### src/rtl/pn_pkg.sv
// Shared definitions for the Polish Notation evaluator and its stimulus transmitter.
package pn_pkg;

    localparam int TOKEN_W         = 4;
    localparam int MAX_TOKENS_DEF  = 16;
    localparam int NUM_RESULTS_DEF = 4;
    localparam int TIMEOUT_DEF     = 30;

    localparam logic [1:0] MODE_PREFIX_BURST  = 2'd0;
    localparam logic [1:0] MODE_POSTFIX_BURST = 2'd1;
    localparam logic [1:0] MODE_PREFIX        = 2'd2;
    localparam logic [1:0] MODE_POSTFIX       = 2'd3;

    localparam logic [2:0] OP_ADD  = 3'd0;
    localparam logic [2:0] OP_SUB  = 3'd1;
    localparam logic [2:0] OP_MULT = 3'd2;
    localparam logic [2:0] OP_ABS  = 3'd3;

    typedef struct packed {
        logic       op;
        logic [2:0] val;
    } token_t;

    typedef enum logic [2:0] {
        ST_IDLE,
        ST_READY,
        ST_SEND,
        ST_WAIT_RESP,
        ST_COLLECT,
        ST_DONE
    } tx_state_t;

    function automatic token_t make_token(input logic op, input logic [2:0] val);
        token_t t;
        t.op  = op;
        t.val = val;
        return t;
    endfunction

endpackage

### src/rtl/pn_expr_tx_if.sv
// Token/result bus between the transmitter (master) and the PN evaluator (slave).
interface pn_expr_tx_if;
    import pn_pkg::*;

    logic [1:0]         mode;
    logic               operator;
    logic [2:0]         in;
    logic               in_valid;
    logic               out_valid;
    logic signed [31:0] out;

    modport master (
        output mode, operator, in, in_valid,
        input  out_valid, out
    );

    modport slave (
        input  mode, operator, in, in_valid,
        output out_valid, out
    );

endinterface

### src/rtl/pn_token_buf.sv
// Token store for one expression: written in order by the host, read back in order while sending.
module pn_token_buf
    import pn_pkg::*;
#(
    parameter  int DEPTH = MAX_TOKENS_DEF,
    localparam int CNT_W = $clog2(DEPTH + 1),
    localparam int IDX_W = $clog2(DEPTH)
) (
    input  logic             clk,
    input  logic             rst_n,
    input  logic             clr,
    input  logic             wr_en,
    input  token_t           wr_data,
    input  logic             rd_en,
    output token_t           rd_data,
    output logic [CNT_W-1:0] wr_cnt,
    output logic [CNT_W-1:0] rd_cnt,
    output logic             full
);

    logic [TOKEN_W-1:0] mem [DEPTH];

    assign full    = (wr_cnt == CNT_W'(DEPTH));
    assign rd_data = token_t'(mem[rd_cnt[IDX_W-1:0]]);

    always_ff @(posedge clk) begin
        if (rst_n || clr) begin
            wr_cnt <= '0;
            rd_cnt <= '0;
        end else begin
            if (wr_en && !full) begin
                wr_cnt <= wr_cnt + 1'b1;
            end
            if (rd_en && (rd_cnt < wr_cnt)) begin
                rd_cnt <= rd_cnt + 1'b1;
            end
        end
    end

    // Storage needs no reset: contents are only read below wr_cnt.
    always_ff @(posedge clk) begin
        if (wr_en && !full) begin
            mem[wr_cnt[IDX_W-1:0]] <= wr_data;
        end
    end

endmodule

### src/rtl/pn_expr_tx.sv
// Buffers a host-loaded PN token string, serializes it to the evaluator and collects its result burst.
module pn_expr_tx
    import pn_pkg::*;
#(
    parameter int MAX_TOKENS  = MAX_TOKENS_DEF,
    parameter int NUM_RESULTS = NUM_RESULTS_DEF,
    parameter int TIMEOUT     = TIMEOUT_DEF
) (
    input  logic               clk,
    input  logic               rst_n,
    input  logic               load_valid,
    output logic               load_ready,
    input  logic               load_operator,
    input  logic [2:0]         load_val,
    input  logic               load_last,
    input  logic               start,
    input  logic [1:0]         start_mode,
    output logic               busy,
    output logic               res_valid,
    output logic signed [31:0] res_data,
    output logic [1:0]         res_idx,
    output logic [2:0]         res_count,
    output logic               res_ovf,
    output logic               timeout_err,
    output logic               done,
    pn_expr_tx_if.master       eval
);

    localparam int CNT_W  = $clog2(MAX_TOKENS + 1);
    localparam int WAIT_W = $clog2(TIMEOUT + 1);

    tx_state_t          state, state_d;
    logic [WAIT_W-1:0]  wait_cnt, wait_cnt_d;
    logic [CNT_W-1:0]   wr_cnt, rd_cnt;
    logic               full;
    token_t             wr_token, rd_data;
    logic               buf_wr, buf_rd, buf_clr;
    logic               result_slot;

    logic               load_ready_d, busy_d, in_valid_d, operator_d;
    logic               res_valid_d, res_ovf_d, timeout_err_d, done_d;
    logic [1:0]         mode_d, res_idx_d;
    logic [2:0]         in_d, res_count_d;
    logic signed [31:0] res_data_d;

    assign wr_token    = make_token(load_operator, load_val);
    assign result_slot = (res_count < 3'(NUM_RESULTS));

    pn_token_buf #(
        .DEPTH (MAX_TOKENS)
    ) u_buf (
        .clk     (clk),
        .rst_n   (rst_n),
        .clr     (buf_clr),
        .wr_en   (buf_wr),
        .wr_data (wr_token),
        .rd_en   (buf_rd),
        .rd_data (rd_data),
        .wr_cnt  (wr_cnt),
        .rd_cnt  (rd_cnt),
        .full    (full)
    );

    always_ff @(posedge clk) begin
        if (rst_n) begin
            state    <= ST_IDLE;
            wait_cnt <= '0;
        end else begin
            state    <= state_d;
            wait_cnt <= wait_cnt_d;
        end
    end

    // Every output is computed one cycle ahead here and registered below.
    always_comb begin
        state_d       = state;
        wait_cnt_d    = wait_cnt;
        load_ready_d  = 1'b0;
        mode_d        = '0;
        operator_d    = 1'b0;
        in_d          = '0;
        in_valid_d    = 1'b0;
        res_valid_d   = 1'b0;
        res_data_d    = res_data;
        res_idx_d     = res_idx;
        res_count_d   = res_count;
        res_ovf_d     = res_ovf;
        timeout_err_d = timeout_err;
        done_d        = 1'b0;
        buf_wr        = 1'b0;
        buf_rd        = 1'b0;
        buf_clr       = 1'b0;

        unique case (state)
            ST_IDLE: begin
                load_ready_d = !full;
                if (load_valid && load_ready && !full) begin
                    buf_wr = 1'b1;
                    if (load_last || (wr_cnt == CNT_W'(MAX_TOKENS - 1))) begin
                        state_d      = ST_READY;
                        load_ready_d = 1'b0;
                    end
                end
            end
            ST_READY: begin
                if (start) begin
                    state_d       = ST_SEND;
                    mode_d        = start_mode;
                    operator_d    = rd_data.op;
                    in_d          = rd_data.val;
                    in_valid_d    = 1'b1;
                    buf_rd        = 1'b1;
                    res_count_d   = '0;
                    res_ovf_d     = 1'b0;
                    timeout_err_d = 1'b0;
                end
            end
            ST_SEND: begin
                if (rd_cnt < wr_cnt) begin
                    mode_d     = eval.mode;
                    operator_d = rd_data.op;
                    in_d       = rd_data.val;
                    in_valid_d = 1'b1;
                    buf_rd     = 1'b1;
                end else begin
                    state_d    = ST_WAIT_RESP;
                    wait_cnt_d = '0;
                end
            end
            ST_WAIT_RESP: begin
                wait_cnt_d = wait_cnt + 1'b1;
                if (eval.out_valid) begin
                    state_d = ST_COLLECT;
                end else if (wait_cnt == WAIT_W'(TIMEOUT - 1)) begin
                    state_d       = ST_DONE;
                    timeout_err_d = 1'b1;
                    done_d        = 1'b1;
                end
            end
            ST_COLLECT: begin
                if (!eval.out_valid) begin
                    state_d = ST_DONE;
                    done_d  = 1'b1;
                end
            end
            ST_DONE: begin
                state_d      = ST_IDLE;
                load_ready_d = 1'b1;
                buf_clr      = 1'b1;
            end
            default: state_d = ST_IDLE;
        endcase

        // The first result arrives in WAIT_RESP, the rest in COLLECT; both capture the same way.
        if (((state == ST_WAIT_RESP) || (state == ST_COLLECT)) && eval.out_valid) begin
            if (result_slot) begin
                res_valid_d = 1'b1;
                res_data_d  = eval.out;
                res_idx_d   = res_count[1:0];
                res_count_d = res_count + 3'd1;
            end else begin
                res_ovf_d = 1'b1;
            end
        end

        busy_d = (state_d == ST_SEND) || (state_d == ST_WAIT_RESP) || (state_d == ST_COLLECT);
    end

    always_ff @(posedge clk) begin
        if (rst_n) begin
            load_ready    <= 1'b1;
            busy          <= 1'b0;
            eval.mode     <= '0;
            eval.operator <= 1'b0;
            eval.in       <= '0;
            eval.in_valid <= 1'b0;
            res_valid     <= 1'b0;
            res_data      <= '0;
            res_idx       <= '0;
            res_count     <= '0;
            res_ovf       <= 1'b0;
            timeout_err   <= 1'b0;
            done          <= 1'b0;
        end else begin
            load_ready    <= load_ready_d;
            busy          <= busy_d;
            eval.mode     <= mode_d;
            eval.operator <= operator_d;
            eval.in       <= in_d;
            eval.in_valid <= in_valid_d;
            res_valid     <= res_valid_d;
            res_data      <= res_data_d;
            res_idx       <= res_idx_d;
            res_count     <= res_count_d;
            res_ovf       <= res_ovf_d;
            timeout_err   <= timeout_err_d;
            done          <= done_d;
        end
    end

endmodule

### src/flat_wrapper.sv
// flat-port wrapper written by rule: the top's interface ports become plain ports
module pn_expr_tx_flat import pn_pkg::*;
#(
    parameter int MAX_TOKENS  = MAX_TOKENS_DEF,
    parameter int NUM_RESULTS = NUM_RESULTS_DEF,
    parameter int TIMEOUT     = TIMEOUT_DEF
)
  (clk, rst_n, load_valid, load_ready, load_operator, load_val, load_last, start, start_mode, busy, res_valid, res_data, res_idx, res_count, res_ovf, timeout_err, done, eval_mode, eval_operator, eval_in, eval_in_valid, eval_out_valid, eval_out);
  pn_expr_tx_if eval_i ();
  input  logic clk;
  input  logic rst_n;
  input  logic load_valid;
  output logic load_ready;
  input  logic load_operator;
  input  logic [2:0] load_val;
  input  logic load_last;
  input  logic start;
  input  logic [1:0] start_mode;
  output logic busy;
  output logic res_valid;
  output logic signed [31:0] res_data;
  output logic [1:0] res_idx;
  output logic [2:0] res_count;
  output logic res_ovf;
  output logic timeout_err;
  output logic done;
  output wire logic [$bits(eval_i.mode)-1:0] eval_mode;
  output wire logic [$bits(eval_i.operator)-1:0] eval_operator;
  output wire logic [$bits(eval_i.in)-1:0] eval_in;
  output wire logic [$bits(eval_i.in_valid)-1:0] eval_in_valid;
  input wire logic [$bits(eval_i.out_valid)-1:0] eval_out_valid;
  input wire logic [$bits(eval_i.out)-1:0] eval_out;
  assign eval_mode = eval_i.mode;
  assign eval_operator = eval_i.operator;
  assign eval_in = eval_i.in;
  assign eval_in_valid = eval_i.in_valid;
  assign eval_i.out_valid = eval_out_valid;
  assign eval_i.out = eval_out;
  pn_expr_tx #(.MAX_TOKENS(MAX_TOKENS), .NUM_RESULTS(NUM_RESULTS), .TIMEOUT(TIMEOUT)) u_core (.clk(clk), .rst_n(rst_n), .load_valid(load_valid), .load_ready(load_ready), .load_operator(load_operator), .load_val(load_val), .load_last(load_last), .start(start), .start_mode(start_mode), .busy(busy), .res_valid(res_valid), .res_data(res_data), .res_idx(res_idx), .res_count(res_count), .res_ovf(res_ovf), .timeout_err(timeout_err), .done(done), .eval(eval_i));
endmodule
### config.mk
export PLATFORM = sky130hd
export DESIGN_NAME = pn_expr_tx_flat
export DESIGN_NICKNAME = d
export VERILOG_FILES = /design/src/rtl/pn_pkg.sv /design/src/rtl/pn_expr_tx_if.sv /design/src/rtl/pn_token_buf.sv /design/src/rtl/pn_expr_tx.sv /design/src/flat_wrapper.sv
export SDC_FILE = /design/constraint.sdc
export NUM_CORES = 1
export LEC_CHECK = 0
export CAP_MARGIN = 30
export CORE_AREA = 2 2 98 100
export DETAILED_ROUTE_END_ITERATION = 12
export DIE_AREA = 0 0 100 102
export DONT_BUFFER_PORTS = 1
export GPL_ROUTABILITY_DRIVEN = 1
export MAX_ROUTING_LAYER = met4
export PLACE_DENSITY = 0.77
export REMOVE_ABC_BUFFERS = 1
export SLEW_MARGIN = 25
export SYNTH_ARGS = -nofsm -noshare
export SYNTH_HDL_FRONTEND = slang
export SYNTH_SLANG_ARGS = --single-unit
### constraint.sdc
create_clock -name clk -period 3 [get_ports clk]
set_input_delay 0.45 -clock clk [delete_from_list [all_inputs] [get_ports clk]]
set_output_delay 0.45 -clock clk [all_outputs]
set_load 0.03 [all_outputs]
* After elaboration in Yosys (flattened, before gate mapping) *
Memories as Yosys holds them, arrays and structs flattened. A register that Yosys moved wholly into a read port is not among the register bits.
Index checks and enable logic that the tools add are counted.

operators by class
  bitwise logic cells = 1
  order comparisons = 2
  add/sub/neg operators = 4
  div/mod/pow operators = 0
  multipliers = 0
  shift operators = 0
  mux-type cells = 49
  eq/ne operators = 15
  reduce and logical (&&, ||, !) cells = 18

operators by type and width
  kind                   number
  $mux W3                13
  $mux W1                22
  $add A5 B1 Y5 const B  3
  $pmux W3 S5            1
  $eq A3 B2 Y1 const B   4
  $eq A5 B5 Y1 const B   2
  $pmux W1 S2            5
  $pmux W5 S2            1
  $eq A3 B3 Y1 const B   3
  $mux W4                2
  $ne A2 B2 Y1 const B   3
  $pmux W3 S2            1
  $eq A5 B4 Y1 const B   1
  $logic_and A1 B1 Y1    5
  $logic_or A1 B1 Y1     5
  $lt A5 B5 Y1           1
  $mux W5                1
  $mux W2                2
  $pmux W2 S2            1
  $reduce_and A2 Y1      2
  $reduce_and A4 Y1      1
  $reduce_bool A2 Y1     2
  $add A3 B1 Y3 const B  1
  $eq A3 B1 Y1 const B   1
  other kinds (6)        6

word-level totals
  bits in read-only memories = 0
  logic and storage cells = 107
  register bits = 68
  input port bits = 44
  memory bits (writable) = 64
  output and inout bits = 50
  memories = 1
  latch bits = 0

memories
  memory            words  width  read ports  clocked after Yosys merged registers in  write ports  line                source
  u_core.u_buf.mem  16     4      1           1                                        1            pn_token_buf.sv:21  logic [TOKEN_W-1:0] mem [DEPTH];

* Logic depth before layout (Yosys ltp) *
  depth after elaboration = 8
  gate-level depth with buffers = 9
  depth with buffers taken out = 7

* Cells and area by module *
From an unflattened synthesis, not the netlist that was laid out.

second synthesis, totals
  cells, all modules = 471
  area total of the unflattened synthesis = 5566.6 sq um

modules (own cells, without submodules)
  module        times used  sequential area each (sq um)  cells each  area each (sq um)
  pn_token_buf  1           2202.1                        186         3169.3
  pn_expr_tx    1           1161.1                        285         2397.3

* Worst setup path before layout *
No wires, ideal clock.

  kind = register to register
  start = register u_core.u_buf.wr_cnt[2]
  end = register with a tool-made name
  slack = 0.832 ns
  required time = 2.882 ns
  stages on the path, launching flop included = 9
  clock period less this slack = 2.168 ns
  path buffers = 1
  arrival time = 2.049 ns
  setup time = 0.118 ns
  cell sequence = dfxtp_1 clkbuf_1 inv_1 ha_1 a21oi_1 o21ai_0 a2111oi_4 a21oi_1 a31o_2

RTL lines
  element                   line                source
  start: declaration        pn_token_buf.sv:16  output logic [CNT_W-1:0] wr_cnt,
  start signal: assignment  pn_token_buf.sv:32  wr_cnt <= wr_cnt + 1'b1;

* Final worst setup path *
  start = register u_core.state[2]
  end = memory u_core.u_buf.mem[2][1], enable pin

on the way
  cells in the longest elaborated chain, start to end = 5

ends and longest elaborated chain
  element                        line                source
  start: declaration             pn_expr_tx.sv:32    tx_state_t state, state_d;
  start signal: assignment       pn_expr_tx.sv:69    state <= state_d;
  $logic_not A3 Y1               pn_expr_tx.sv:94    unique case (state)
  $mux W1                        pn_expr_tx.sv:94
  $logic_and A1 B1 Y1            pn_token_buf.sv:42  if (wr_en && !full) begin
  $mux W1                        pn_token_buf.sv:42
  $mux W1 (implied by the code)  pn_token_buf.sv:43  mem[wr_cnt[IDX_W-1:0]] <= wr_data;
  end: declaration               pn_token_buf.sv:21

Every way passes these cells.

==> metrics.txt <==
# TYPE chip_impl_metric gauge
chip_impl_metric{name="detail_route.wl_per_cell",unit="um"} 17.9
chip_impl_info{name="tritoncts",value="built"} 1
chip_impl_metric{name="die_x",unit="um"} 100
chip_impl_metric{name="fin_crit",unit="ps"} 2500
chip_impl_metric{name="cp.required",unit="ps"} 3140
chip_impl_metric{name="synthesis.area_per_instance",unit="sq um"} 11.8
chip_impl_info{name="worstSetupEndpointType",value="register"} 1
chip_impl_metric{name="cts_inserted_buffers",unit=""} 17
chip_impl_metric{name="track_usage",unit="%"} 22.0
chip_impl_metric{name="post-place-ws",unit="ps"} 537
chip_impl_metric{name="final_max_slew_viol_count",unit=""} 0
chip_impl_metric{name="placed_cells_incl_taps",unit=""} 548
chip_impl_metric{name="r2r.worst_path.cells",unit=""} 4
chip_impl_info{name="ys_top_cells_by_area",value="edfxtp_1 (35%), dfxtp_1 (27%), mux4_2 (6.6%)"} 1
chip_impl_metric{name="gr-total-overflow",unit=""} 0
chip_impl_metric{name="detailroute.via_count",unit=""} 3401
chip_impl_metric{name="grt_start_max_net_pins",unit=""} 38
chip_impl_info{name="cts_root_buffer",value="clkbuf_8"} 1
chip_impl_metric{name="setup_viol",unit=""} 0
chip_impl_metric{name="first_global_vias",unit=""} 3424
chip_impl_metric{name="post-route-cell-area",unit="sq um"} 6070
chip_impl_metric{name="postSynthRegisterBits",unit=""} 136
chip_impl_metric{name="drcViolationCount",unit=""} 0
chip_impl_metric{name="r2r_setup_slack",unit="ps"} 500
chip_impl_metric{name="ctsHtreeMaxLevel",unit=""} 4
chip_impl_metric{name="area_growth",unit="%"} 12.1
chip_impl_info{name="worstSetupPathType",value="register to register"} 1
chip_impl_metric{name="floorplan.initialDensity",unit="%"} 59.5
chip_impl_info{name="hold-path-endpoint",value="u_core.timeout_err"} 1
chip_impl_info{name="timing.rr.end",value="u_core.u_buf.mem[2][1]"} 1
chip_impl_metric{name="drt_wl_total",unit="mm"} 10.5
chip_impl_metric{name="first_pass_iters",unit=""} 4
chip_impl_metric{name="synth_top_area_share",unit="%"} 35.5
chip_impl_metric{name="fp.coreArea",unit="sq um"} 9110
chip_impl_metric{name="highest_fanout_seen_on_the_critical_path",unit=""} 10
chip_impl_metric{name="arrival_time_at_the_worst_endpoint",unit="ps"} 2630
chip_impl_metric{name="final_cells",unit=""} 585
chip_impl_metric{name="final_min_period_over_clock_period",unit="%"} 83.3
chip_impl_metric{name="cap_violations",unit=""} 0
chip_impl_info{name="synth_top_flop_cell",value="dfxtp_1"} 1
chip_impl_metric{name="fin_setup_tns",unit="ps"} 0
chip_impl_metric{name="share_of_synthesized_flip_flops_with_an_asynchronous_set_or_reset",unit="%"} 0
chip_impl_metric{name="timing.max_slew.rel_slack",unit="%"} 48.9
chip_impl_metric{name="synth_edf_count",unit=""} 64
chip_impl_metric{name="worst_ir_drop_vdd",unit="mV"} 0.400
chip_impl_metric{name="place.detailed.hpwl",unit="mm"} 7.11
chip_impl_metric{name="place_area",unit="sq um"} 5450
chip_impl_metric{name="dieArea",unit="sq um"} 10200
chip_impl_metric{name="number_of_antenna_violations_at_the_first_check_in_global_routing",unit=""} 0
chip_impl_metric{name="yosys.cell_types.count",unit=""} 45
chip_impl_info{name="min-delay-path-class",value="input port to register"} 1
chip_impl_info{name="critPathLaunchType",value="register"} 1
chip_impl_info{name="rsz_0062_raised_after_global_routing",value="false"} 1
chip_impl_metric{name="hold_viol_final",unit=""} 0
chip_impl_metric{name="fin_worst_skew",unit="ps"} 9.82
chip_impl_metric{name="worst_skew_pair.late_latency",unit="ps"} 510
chip_impl_info{name="synth_largest_area_cell",value="edfxtp_1"} 1
chip_impl_metric{name="maxClockFrequency",unit="MHz"} 400
chip_impl_metric{name="vias_per_cell",unit=""} 5.81
chip_impl_metric{name="io-pin-count",unit=""} 94
chip_impl_metric{name="max-clock-path-buffers",unit=""} 2
chip_impl_info{name="final_cell_mix",value="nand2_1 (86), dfxtp_1 (72), edfxtp_1 (64)"} 1
chip_impl_metric{name="p_leak",unit="nW"} 2.05
chip_impl_info{name="most_frequent_standard_cell_in_the_layout_excluding_fill_and_tap_cells",value="nand2_1"} 1
chip_impl_metric{name="row_count",unit=""} 35
chip_impl_metric{name="powerDensity",unit="nW/um^2"} 714
chip_impl_metric{name="synthesis.area",unit="sq um"} 5420
chip_impl_metric{name="final_antenna_net_count",unit=""} 0
chip_impl_metric{name="cts_resized",unit=""} 0
chip_impl_metric{name="die_height",unit="um"} 102
chip_impl_metric{name="antennaDiodeCount",unit=""} 0
chip_impl_metric{name="drt_iter0_markers",unit=""} 136
chip_impl_metric{name="setup_slack",unit="ps"} 502
chip_impl_metric{name="synth_cells",unit=""} 459
chip_impl_metric{name="path_clk_slew",unit="ps"} 60
chip_impl_metric{name="holdPathStages",unit=""} 1
chip_impl_metric{name="portBuffers",unit=""} 0
chip_impl_metric{name="yosysSeqAreaShare",unit="%"} 62.1
chip_impl_metric{name="grt_first_pass_wirelength",unit="mm"} 16.5
chip_impl_metric{name="nets",unit=""} 518
chip_impl_metric{name="share_of_cells_above_drive_strength_1",unit="%"} 12.4
chip_impl_metric{name="tightestPinTransition",unit="ps"} 765
chip_impl_info{name="timing.rr.start",value="u_core.state[2]"} 1
chip_impl_info{name="worst_hold_startpoint",value="rst_n"} 1
chip_impl_metric{name="cts_num_sinks",unit=""} 136
chip_impl_info{name="run_status",value="completed"} 1
chip_impl_metric{name="synth-warning-count",unit=""} 0
chip_impl_metric{name="place.gp.congestion",unit=""} 0.813
-- synth_stat cells (all sizes together) (3+ instances only) --
cell / count
nand2b: 5
a311oi: 3
mux4: 16
o21ai: 7
nor3: 7
buf: 12
inv: 8
mux2i: 8
a211oi: 9
xnor2: 4
a21oi: 47
clkbuf: 13
dfxtp: 72
nor2b: 8
edfxtp: 64
nand3: 4
ha: 13
nand2: 87
and2: 3
nor2: 41
or3: 4
nand4: 3
-- where the power goes --
part | internal [W] | total (W) | switching, W
Sequential | 0.00199 | 0.00205 | 0.0000594
Combinational | 0.000121 | 0.000283 | 0.000163
Clock | 0.00120 | 0.00200 | 0.000801
Total | 0.00331 | 0.00434 | 0.00102
-- stage by stage --
step	power (W)	utilization (%)	hold slack, ps
6_report	0.00434	66.7	23.4
5_1_grt	0.00449	66.7	5.67
4_1_cts	0.00437	66.6	1.16
3_5_place_dp	0.00236	59.8	464
3_3_place_gp	0.00235	59.8	452
2_1_floorplan	0.00229	-	435
-- per-layer routing --
layer	share of wire [%]	track usage [%]	wire length [um]
met3	7.8	7.87	821
met1	40	24.7	4170
met4	2.1	9.91	220
met2	50	35.7	5260
met5	0	-	0
-- worst max path at each step --
stage                         start                     end  slack [ps]  cells after the start
global route        u_core.state[2]  u_core.u_buf.mem[0][0]         330                      4
CTS                 u_core.state[2]  u_core.u_buf.mem[2][1]         510                      4
floorplan           u_core.state[2]  u_core.u_buf.mem[0][0]         870                      4
global placement    u_core.state[2]  u_core.u_buf.mem[3][3]         660                      4
detailed placement  u_core.state[2]  u_core.u_buf.mem[2][3]         540                      4
finish              u_core.state[2]  u_core.u_buf.mem[2][1]         500                      4
-- kinds of logic (layout without fill, tap and decap cells) --
group | count (synthesis) | after routing | synth area share, %
adders and majority gates | 13 | 13 | 3.00
xor gates and xnor gates | 5 | 5 | 0.808
AOI/OAI and AO/OA | 80 | 80 | 9.61
DFF | 136 | 136 | 62.1
muxes | 24 | 24 | 8.13
and+or+nand+nor | 168 | 168 | 13.5
buffers and inverters | 33 | 48 | 2.93
-- area by class of cell --
type / count / area, sq um
multi-input cells: 290 / 1900
well taps: 111 / 139
clock inverters: 15 / 163
inverters: 8 / 30.0
fillers: 665 / 3040
flip-flops and latches: 136 / 3360
repair buffers: 8 / 67.6
clock buffers: 17 / 414
-- worst max-delay path, stage by stage (launching register included) --
cell and delay [ps]:
dfxtp_1 390, or3_1 460, a311oi_4 520, nand2_1 220
nor3_1 530
-- repair_timing --
item	CTS	global route
hold buffers	4	1
buffers inserted	0	0
hold endpoints to repair	32	2
-- state kept, by name, indices dropped and copies added (netlist names), 2 cells and up, named ones only --
| signal | count |
|---|---|
| u_core.eval.in | 3 |
| u_core.eval.mode | 2 |
| u_core.res_count | 3 |
| u_core.res_data | 32 |
| u_core.res_idx | 2 |
| u_core.state | 3 |
| u_core.u_buf.mem | 64 |
| u_core.u_buf.rd_cnt | 5 |
| u_core.u_buf.wr_cnt | 5 |
| u_core.wait_cnt | 5 |
(Power assumes the default switching activity.)
